===== config.mk =====
export PLATFORM = sky130hd
export DESIGN_NAME = psum_mem_arbiter
export DESIGN_NICKNAME = d
export VERILOG_FILES = /design/src/rtl/mem_arb_pkg.sv /design/src/rtl/rr_arbiter.sv /design/src/rtl/psum_mem_arbiter.sv
export SDC_FILE = /design/constraint.sdc
export NUM_CORES = 1
export LEC_CHECK = 0
export CAP_MARGIN = 20
export CORE_UTILIZATION = 40
export DETAILED_ROUTE_END_ITERATION = 10
export PLACE_DENSITY = 0.86
export SYNTH_ARGS = -nofsm -noshare
export SYNTH_HDL_FRONTEND = slang
export SYNTH_SLANG_ARGS = --single-unit

===== constraint.sdc =====
create_clock -name clk -period 4.85 [get_ports clk]
set_clock_uncertainty 0.2 [all_clocks]
set_input_delay 0.97 -clock clk [delete_from_list [all_inputs] [get_ports clk]]
set_output_delay 0.97 -clock clk [all_outputs]
set_load 0.005 [all_outputs]

===== src/rtl/mem_arb_pkg.sv =====
// Shared types for the partial-sum memory arbiter.
// Requester id tag width and memory operation encoding.
package mem_arb_pkg;

  localparam int MAX_REQ = 8;
  localparam int ID_W    = $clog2(MAX_REQ);

  typedef logic [ID_W-1:0] req_id_t;

  typedef enum logic {
    OP_READ  = 1'b0,
    OP_WRITE = 1'b1
  } mem_op_e;

endpackage


===== src/rtl/rr_arbiter.sv =====
// Round-robin arbiter: one-hot grant plus encoded id.
// Ports: clk, rst_n, req, advance (commit grant), grant, grant_id.
module rr_arbiter
  import mem_arb_pkg::*;
#(
  parameter int N = 2
) (
  input  logic         clk,
  input  logic         rst_n,
  input  logic [N-1:0] req,
  input  logic         advance,
  output logic [N-1:0] grant,
  output req_id_t      grant_id
);

  req_id_t ptr;
  req_id_t nxt;
  logic    found;

  // Scan from ptr upward, wrapping, first requester wins.
  always_comb begin
    grant    = '0;
    grant_id = '0;
    found    = 1'b0;
    for (int k = 0; k < N; k++) begin
      for (int i = 0; i < N; i++) begin
        if (!found && req[i] &&
            ((int'(ptr) + k) % N == i)) begin
          found    = 1'b1;
          grant[i] = 1'b1;
          grant_id = req_id_t'(i);
        end
      end
    end
  end

  always_comb begin
    if (int'(grant_id) == N - 1) nxt = '0;
    else nxt = grant_id + 1'b1;
  end

  always_ff @(posedge clk or negedge rst_n) begin
    if (!rst_n) ptr <= '0;
    else if (advance) ptr <= nxt;
  end

endmodule


===== src/rtl/psum_mem_arbiter.sv =====
// Arbitrates N requesters onto one read and one write memory port.
// Ports: req_* handshake, rsp_* read return, mem_* registered memory port.
module psum_mem_arbiter
  import mem_arb_pkg::*;
#(
  parameter int LOG2_OF_MEM_HEIGHT = 20,
  parameter int DATA_WIDTH         = 32,
  parameter int NUM_REQ            = 2
) (
  input  logic                               clk,
  input  logic                               arst_n_in,
  input  logic [NUM_REQ-1:0]                 req_valid,
  output logic [NUM_REQ-1:0]                 req_ready,
  input  logic [NUM_REQ-1:0]                 req_we,
  input  logic [NUM_REQ*LOG2_OF_MEM_HEIGHT-1:0] req_addr,
  input  logic [NUM_REQ*DATA_WIDTH-1:0]      req_wdata,
  output logic [NUM_REQ-1:0]                 rsp_valid,
  output logic [DATA_WIDTH-1:0]              rsp_data,
  output logic                               mem_re,
  output logic [LOG2_OF_MEM_HEIGHT-1:0]      mem_read_addr,
  input  logic [DATA_WIDTH-1:0]              mem_qout,
  output logic                               mem_we,
  output logic [LOG2_OF_MEM_HEIGHT-1:0]      mem_write_addr,
  output logic [DATA_WIDTH-1:0]              mem_din
);

  localparam int AW = LOG2_OF_MEM_HEIGHT;
  localparam int DW = DATA_WIDTH;
  localparam int N  = NUM_REQ;

  logic [N-1:0]  rd_req;
  logic [N-1:0]  wr_req;
  logic [N-1:0]  rd_gnt;
  logic [N-1:0]  wr_gnt;
  req_id_t       rd_id;
  req_id_t       wr_id;
  logic [AW-1:0] rd_addr;
  logic [AW-1:0] wr_addr;
  logic [DW-1:0] wr_data;
  logic          hazard;
  logic          rd_fire;
  logic          wr_fire;

  logic          tag1_vld;
  req_id_t       tag1_id;
  logic          tag2_vld;
  req_id_t       tag2_id;

  always_comb begin
    rd_req = '0;
    wr_req = '0;
    for (int i = 0; i < N; i++) begin
      rd_req[i] = req_valid[i] &&
                  (mem_op_e'(req_we[i]) == OP_READ);
      wr_req[i] = req_valid[i] &&
                  (mem_op_e'(req_we[i]) == OP_WRITE);
    end
  end

  rr_arbiter #(.N(N)) u_rd_arb (
    .clk      (clk),
    .rst_n    (arst_n_in),
    .req      (rd_req),
    .advance  (rd_fire),
    .grant    (rd_gnt),
    .grant_id (rd_id)
  );

  rr_arbiter #(.N(N)) u_wr_arb (
    .clk      (clk),
    .rst_n    (arst_n_in),
    .req      (wr_req),
    .advance  (wr_fire),
    .grant    (wr_gnt),
    .grant_id (wr_id)
  );

  always_comb begin
    rd_addr = '0;
    wr_addr = '0;
    wr_data = '0;
    for (int i = 0; i < N; i++) begin
      if (int'(rd_id) == i)
        rd_addr = req_addr[i*AW +: AW];
      if (int'(wr_id) == i) begin
        wr_addr = req_addr[i*AW +: AW];
        wr_data = req_wdata[i*DW +: DW];
      end
    end
  end

  // A read colliding with the write granted now, or with
  // the write sitting on the memory port, waits so it
  // observes the new data.
  assign hazard = (|wr_gnt && (wr_addr == rd_addr)) ||
                  (mem_we && (mem_write_addr == rd_addr));

  assign wr_fire = |wr_gnt && arst_n_in;
  assign rd_fire = |rd_gnt && !hazard && arst_n_in;

  assign req_ready = (rd_fire ? rd_gnt : '0) |
                     (wr_fire ? wr_gnt : '0);

  always_ff @(posedge clk or negedge arst_n_in) begin
    if (!arst_n_in) begin
      mem_re         <= 1'b0;
      mem_read_addr  <= '0;
      mem_we         <= 1'b0;
      mem_write_addr <= '0;
      mem_din        <= '0;
    end else begin
      mem_re         <= rd_fire;
      mem_read_addr  <= rd_fire ? rd_addr : '0;
      mem_we         <= wr_fire;
      mem_write_addr <= wr_fire ? wr_addr : '0;
      mem_din        <= wr_fire ? wr_data : '0;
    end
  end

  // Id tag follows each read: stage 1 with mem_re,
  // stage 2 with mem_qout.
  always_ff @(posedge clk or negedge arst_n_in) begin
    if (!arst_n_in) begin
      tag1_vld <= 1'b0;
      tag1_id  <= '0;
      tag2_vld <= 1'b0;
      tag2_id  <= '0;
    end else begin
      tag1_vld <= rd_fire;
      tag1_id  <= rd_id;
      tag2_vld <= tag1_vld;
      tag2_id  <= tag1_id;
    end
  end

  always_comb begin
    rsp_valid = '0;
    for (int i = 0; i < N; i++)
      if (tag2_vld && (int'(tag2_id) == i))
        rsp_valid[i] = 1'b1;
  end

  assign rsp_data = tag2_vld ? mem_qout : '0;

endmodule


# Yosys cells after proc, flatten, opt, wreduce, memory -nomap -nowiden
# Cells that the tools add are included.
# op_classes
reduce_logical	42
muxes	34
n_bitwise	5
n_addsub	4
n_eq_ne	7
# op_table
operator	n
logical NOT 32 bit	4
2-to-1 mux 32 bit	4
2-to-1 mux 20 bit	6
equality test 20 bit	2
logical AND 1 bit	25
2-to-1 mux 1 bit	22
logical NOT 3 bit	3
logical NOT 1 bit	7
adder 1 bit, second input constant	4
equality test 2 bit, second input constant	2
2-to-1 mux 2 bit	2
OR reduction 2 bit	2
equality test 3 x 2 -> 1 bit, second input constant	1
AND 1 bit, first input constant	2
equality test 1 bit, second input constant	2
NOT 1 bit	2
OR 2 bit	1
logical OR 1 bit	1
# totals
register_bits	83
elab_cells	102
output_inout_bits	110

# Logic depth before layout (Yosys ltp)
# depth
ltp_word	27
ltp_mapped	12

# Modules after synthesis
# From an unflattened synthesis, not the netlist that was laid out.
# hier_totals
hier_cells	525
area_unflattened_um2	5014.8
# by_module_without_submodules
module	cells_each	instances	area_per_inst_um2
psum_mem_arbiter	505	1	4809.6
rr_arbiter	10	2	102.6

# Worst setup path before layout
# Ideal clock, no wire load.
# synth_timing
path_kind	input to output
from	in req_we[0]
to	out req_ready[0]
arrival_ns	2.744
cell_stages	9
t_required_ns	3.680
setup_slack_ns	0.936
path_buffers	1
path_cell_list	or3b_1 buf_6 nand3_2 a21oi_1 or4_1 nor4_1 nand4_1 nand2_1 o32ai_1
# synth_via
elab_chain_len	27
word_cells_on_any_way	63
classes_between	eq/ne (4); mux (24); bitwise (2); reduce/logical (33)
# synth_lines
item	line_no	rtl
from (decl)	psum_mem_arbiter.sv:14	input logic [NUM_REQ-1:0] req_we,
NOT 1 bit	psum_mem_arbiter.sv:54	(mem_op_e'(req_we[i]) == OP_READ);
logical AND 1 bit	psum_mem_arbiter.sv:53	rd_req[i] = req_valid[i] &&
logical AND 1 bit	rr_arbiter.sv:27	if (!found && req[i] &&
2-to-1 mux 1 bit	rr_arbiter.sv:27	
logical NOT 1 bit	rr_arbiter.sv:27	
logical AND 1 bit (2 in a row)	rr_arbiter.sv:27	
2-to-1 mux 1 bit	rr_arbiter.sv:27	
logical NOT 1 bit	rr_arbiter.sv:27	
(+8 left out)	--	
2-to-1 mux 20 bit (2 in a row)	psum_mem_arbiter.sv:83	if (int'(rd_id) == i)
equality test 20 bit (on tied branches)	psum_mem_arbiter.sv:95, psum_mem_arbiter.sv:96	
logical AND 1 bit (on tied branches)	psum_mem_arbiter.sv:95, psum_mem_arbiter.sv:96	
logical OR 1 bit	psum_mem_arbiter.sv:95	assign hazard = (|wr_gnt && (wr_addr == rd_addr)) ||
logical NOT 1 bit	psum_mem_arbiter.sv:99	assign rd_fire = |rd_gnt && !hazard && arst_n_in;
logical AND 1 bit (2 in a row)	psum_mem_arbiter.sv:99	
2-to-1 mux 2 bit	psum_mem_arbiter.sv:101	assign req_ready = (rd_fire ? rd_gnt : '0) |
OR 2 bit *	psum_mem_arbiter.sv:101	
to (decl)	psum_mem_arbiter.sv:13	output logic [NUM_REQ-1:0] req_ready,
# Every way passes the cells marked *; elsewhere a longest branch is shown, timed or not.

# Worst setup path in the final report
# layout_timing
from	in req_valid[0]
to	reg mem_read_addr[4]
# layout_via
elab_chain_len	25
word_cells_on_any_way	59
classes_between	eq/ne (4); mux (23); reduce/logical (32)
# layout_lines
item	line_no	rtl
from (decl)	psum_mem_arbiter.sv:12	input logic [NUM_REQ-1:0] req_valid,
logical AND 1 bit (on tied branches)	psum_mem_arbiter.sv:55, psum_mem_arbiter.sv:53	
logical AND 1 bit	rr_arbiter.sv:27	
2-to-1 mux 1 bit	rr_arbiter.sv:27	
logical NOT 1 bit	rr_arbiter.sv:27	
logical AND 1 bit (2 in a row)	rr_arbiter.sv:27	
2-to-1 mux 1 bit	rr_arbiter.sv:27	
logical NOT 1 bit	rr_arbiter.sv:27	
logical AND 1 bit (2 in a row)	rr_arbiter.sv:27	
(+5 left out)	--	
logical NOT 3 bit (on tied branches)	psum_mem_arbiter.sv:85, psum_mem_arbiter.sv:83	
2-to-1 mux 20 bit (on tied branches) (2 in a row)	psum_mem_arbiter.sv:85, psum_mem_arbiter.sv:83	
equality test 20 bit (on tied branches)	psum_mem_arbiter.sv:95, psum_mem_arbiter.sv:96	
logical AND 1 bit (on tied branches)	psum_mem_arbiter.sv:95, psum_mem_arbiter.sv:96	
logical OR 1 bit	psum_mem_arbiter.sv:95	
logical NOT 1 bit	psum_mem_arbiter.sv:99	
logical AND 1 bit (2 in a row)	psum_mem_arbiter.sv:99	
2-to-1 mux 20 bit *	psum_mem_arbiter.sv:113	mem_read_addr <= rd_fire ? rd_addr : '0;
to (signal assigned)	psum_mem_arbiter.sv:113	
to (decl)	psum_mem_arbiter.sv:20	output logic [LOG2_OF_MEM_HEIGHT-1:0] mem_read_addr,
# Marked as above.
# A chain may end at the register's enable or synchronous reset.

==> results.toml <==
[global_routing]
overflow = 0
grt_start_max_net_pins = 80
antenna_found_initial = 0
grt_usage_pct = 31.4
grt_first_pass_wirelength_mm = 24.5
grt_pass1_vias = 4745

[job]
max_cap_viol_count = 0

[sta]
slew_headroom_pct = 54.2
fmax_ghz = 0.209
holdWs_ps = 161
final-hold-violation-count = 0
tightest_slew_ps = 686
period_minus_slack_ps = 4780
fin_crit_sh_pct = 98.6
setup_viol_count_final = 0
drv_slew = 0

[drt]
wl_met1_mm = 5.76
highest_layer = "met4"
wl_mm = 16.7
drt_iter0_markers = 270
ant_nets = 0
vias = 4788
wl_met3_mm = 1.94
route.detailed.drc = 0
met2_length_mm = 8.19
wl_per_cell_um = 18.4
viasPerCell = 5.28
firstDrtPassIters = 5

[synth]
synth_enable_flop_cells = 0
synth_ff_type = "dfrtp_1"
ys_top_cells_by_count = "113 x nand2_1, 79 x dfrtp_1, 65 x a21oi_1"
synth-seq-cells = 79
netlist_area_um2 = 4080
yosys-top-cells-area = "dfrtp_1 48%, nand2_1 10%, a21oi_1 8.0%"
netlist-cell-type-count = 45
yosys_warnings = 0
async_flop_share_pct = 100
synth_area_leader_cell = "dfrtp_1"
ys_seq_area_share_pct = 48.4
synth_area_per_cell_um2 = 8.88
yosysMostFrequentCell = "nand2_1"
yosysTopAreaCellShare_pct = 48.4
synthCells = 460
synthesis.nets = 602

[setup_path]
crit_type = "in2reg"
end_kind = "flip-flop"
crit_required_ps = 4910
critPathMaxFanout = 7
worstPathArrival_ps = 4840
worstSetupStartpointType = "input pin"

[clocking]
cts.path.max_buffers = 2
holdBufCountCts = 0
cts_tree = "done"
insertion_delay_ps = 360
cts-buffers-inserted = 9
root_buffer = "clkbuf_8"
clk_pin_slew_ps = 80
numClockSinks = 79
htreeDepth = 3

[final_layout]
drive_gt1_share_pct = 17.1
syn2layout_area_growth_pct = 84.5
nets = 911
final_util_pct = 76.7

[power]
cellLeakagePower_uw = 0.00330
p_per_area_nw_per_um2 = 239
vdd_ir_drop_max_mv = 0.154
power.total_uw = 1800

[floorplan]
pin_count = 252
rows = 36
dieHeight_um = 103
core-area_um2 = 9820
die_x_um = 103
start_util_pct = 41.6
dieArea_um2 = 10600

[status]
status = "finished clean"

[place]
gp_congestion = 0.959
hpwl_mm = 11.8
io_buffers = 251

[min_path]
hold_path.class = "reg2reg"
-- sequential cells by signal, summed over array words and instances, names as in the netlist --
name            count
mem_write_addr     20
tag2_id             1
u_wr_arb.ptr        1
tag2_vld            1
u_rd_arb.ptr        1
tag1_vld            1
tag1_id             1
mem_din            32
mem_read_addr      20
mem_we              1
-- cell type report --
| type | count | area (µm²) |
|---|---|---|
| multi-input combinational | 339 | 1980 |
| clock buffer | 10 | 138 |
| tap | 133 | 166 |
| fill | 649 | 2280 |
| timing repair buffer | 325 | 3110 |
| inverter | 15 | 61.3 |
| antenna | 1 | 2.50 |
| clock inverter | 4 | 95.1 |
| sequential | 79 | 1980 |
-- cell usage in the layout, fill, tap and decap left out, types with 4 or more instances in the layout --
cell type / netlist / layout
nor2_1: 6 / 5
o21ai_0: 7 / 5
and3_1: 4 / 4
nor2_2: 11 / 11
xnor2_1: 19 / 18
clkbuf_8: 0 / 10
xor2_1: 5 / 5
clkdlybuf4s50_1: 0 / 247
dfrtp_1: 79 / 79
inv_1: 13 / 13
nand4_1: 4 / 4
a21oi_2: 11 / 11
and2_1: 33 / 33
nand3_1: 14 / 14
nand2_1: 113 / 112
a21oi_1: 65 / 65
buf_4: 0 / 72
-- per-stage QoR --
stage	cells	area [µm²]	setup slack (ps)	TNS [ps]
6_report	906	7530	66.5	0
5_1_grt	905	7530	-13.7	-69.3
4_1_cts	899	7410	13.8	0
3_5_place_dp	873	7060	-276	-530
3_3_place_gp	873	7060	-150	-282
2_1_floorplan	460	4080	936	0
-- final timing paths --
| kind | startpoint | end | cells after the start | slack (ps) |
|---|---|---|---|---|
| worst max-delay path | req_valid[0] | mem_read_addr[4] | 24 | 70 |
| worst min-delay path | tag1_id[0] | tag2_id[0] | 0 | 160 |
| worst max register to register | u_rd_arb.ptr[0] | mem_read_addr[4] | 20 | 730 |
| worst min register to register | tag1_id[0] | tag2_id[0] | 0 | 160 |
| max in group asynchronous | arst_n_in | mem_read_addr[7] | 3 | 3430 |
| min in group asynchronous | arst_n_in | mem_write_addr[17] | 2 | 410 |
-- metal layers --
layer / GRT usage (%) / vias up
li1: - / 2153
met1: 34.0 / 2252
met2: 53.8 / 316
met3: 9.42 / 67
met4: 19.9 / 0
met5: 0 / -
-- worst max-delay path, cell delays in order --
cell,delay (ps)
clkdlybuf4s50_1,420
buf_4,150
nor3b_4,160
buf_4,140
buf_4,140
o21ai_0,290
a21o_1,170
nand4b_1,130
nor4_2,310
nand4_1,180
buf_4,170
buf_4,120
buf_4,120
buf_4,120
buf_4,130
buf_4,130
buf_4,120
buf_4,120
buf_4,120
buf_4,120
buf_4,140
nand3_4,120
clkbuf_16,190
nor2_2,40
-- power by group --
| part | switching [µW] | internal [µW] | leakage [µW] | total, µW |
|---|---|---|---|---|
| logic | 212 | 282 | 0.00211 | 495 |
| clock network | 241 | 350 | 0.000118 | 591 |
| registers | 22.3 | 691 | 0.00107 | 714 |
-- cell families after synthesis --
logic type	synth area share (%)
AND/OR/NAND/NOR	24.8
AO/OA/AOI/OAI	15.0
flip-flops	48.4
buffers and inverters	4.66
XOR/XNOR	5.15
multiplexers	2.02
-- repair_timing --
| item | CTS | global route |
|---|---|---|
| gates cloned | 0 | 1 |
| endpoints found under the setup margin | 2 | 16 |
| resized for setup | 10 | 11 |
| pin swaps | 3 | 2 |
| buffers inserted | 12 | 4 |
Power figures use the tool's default switching activity.
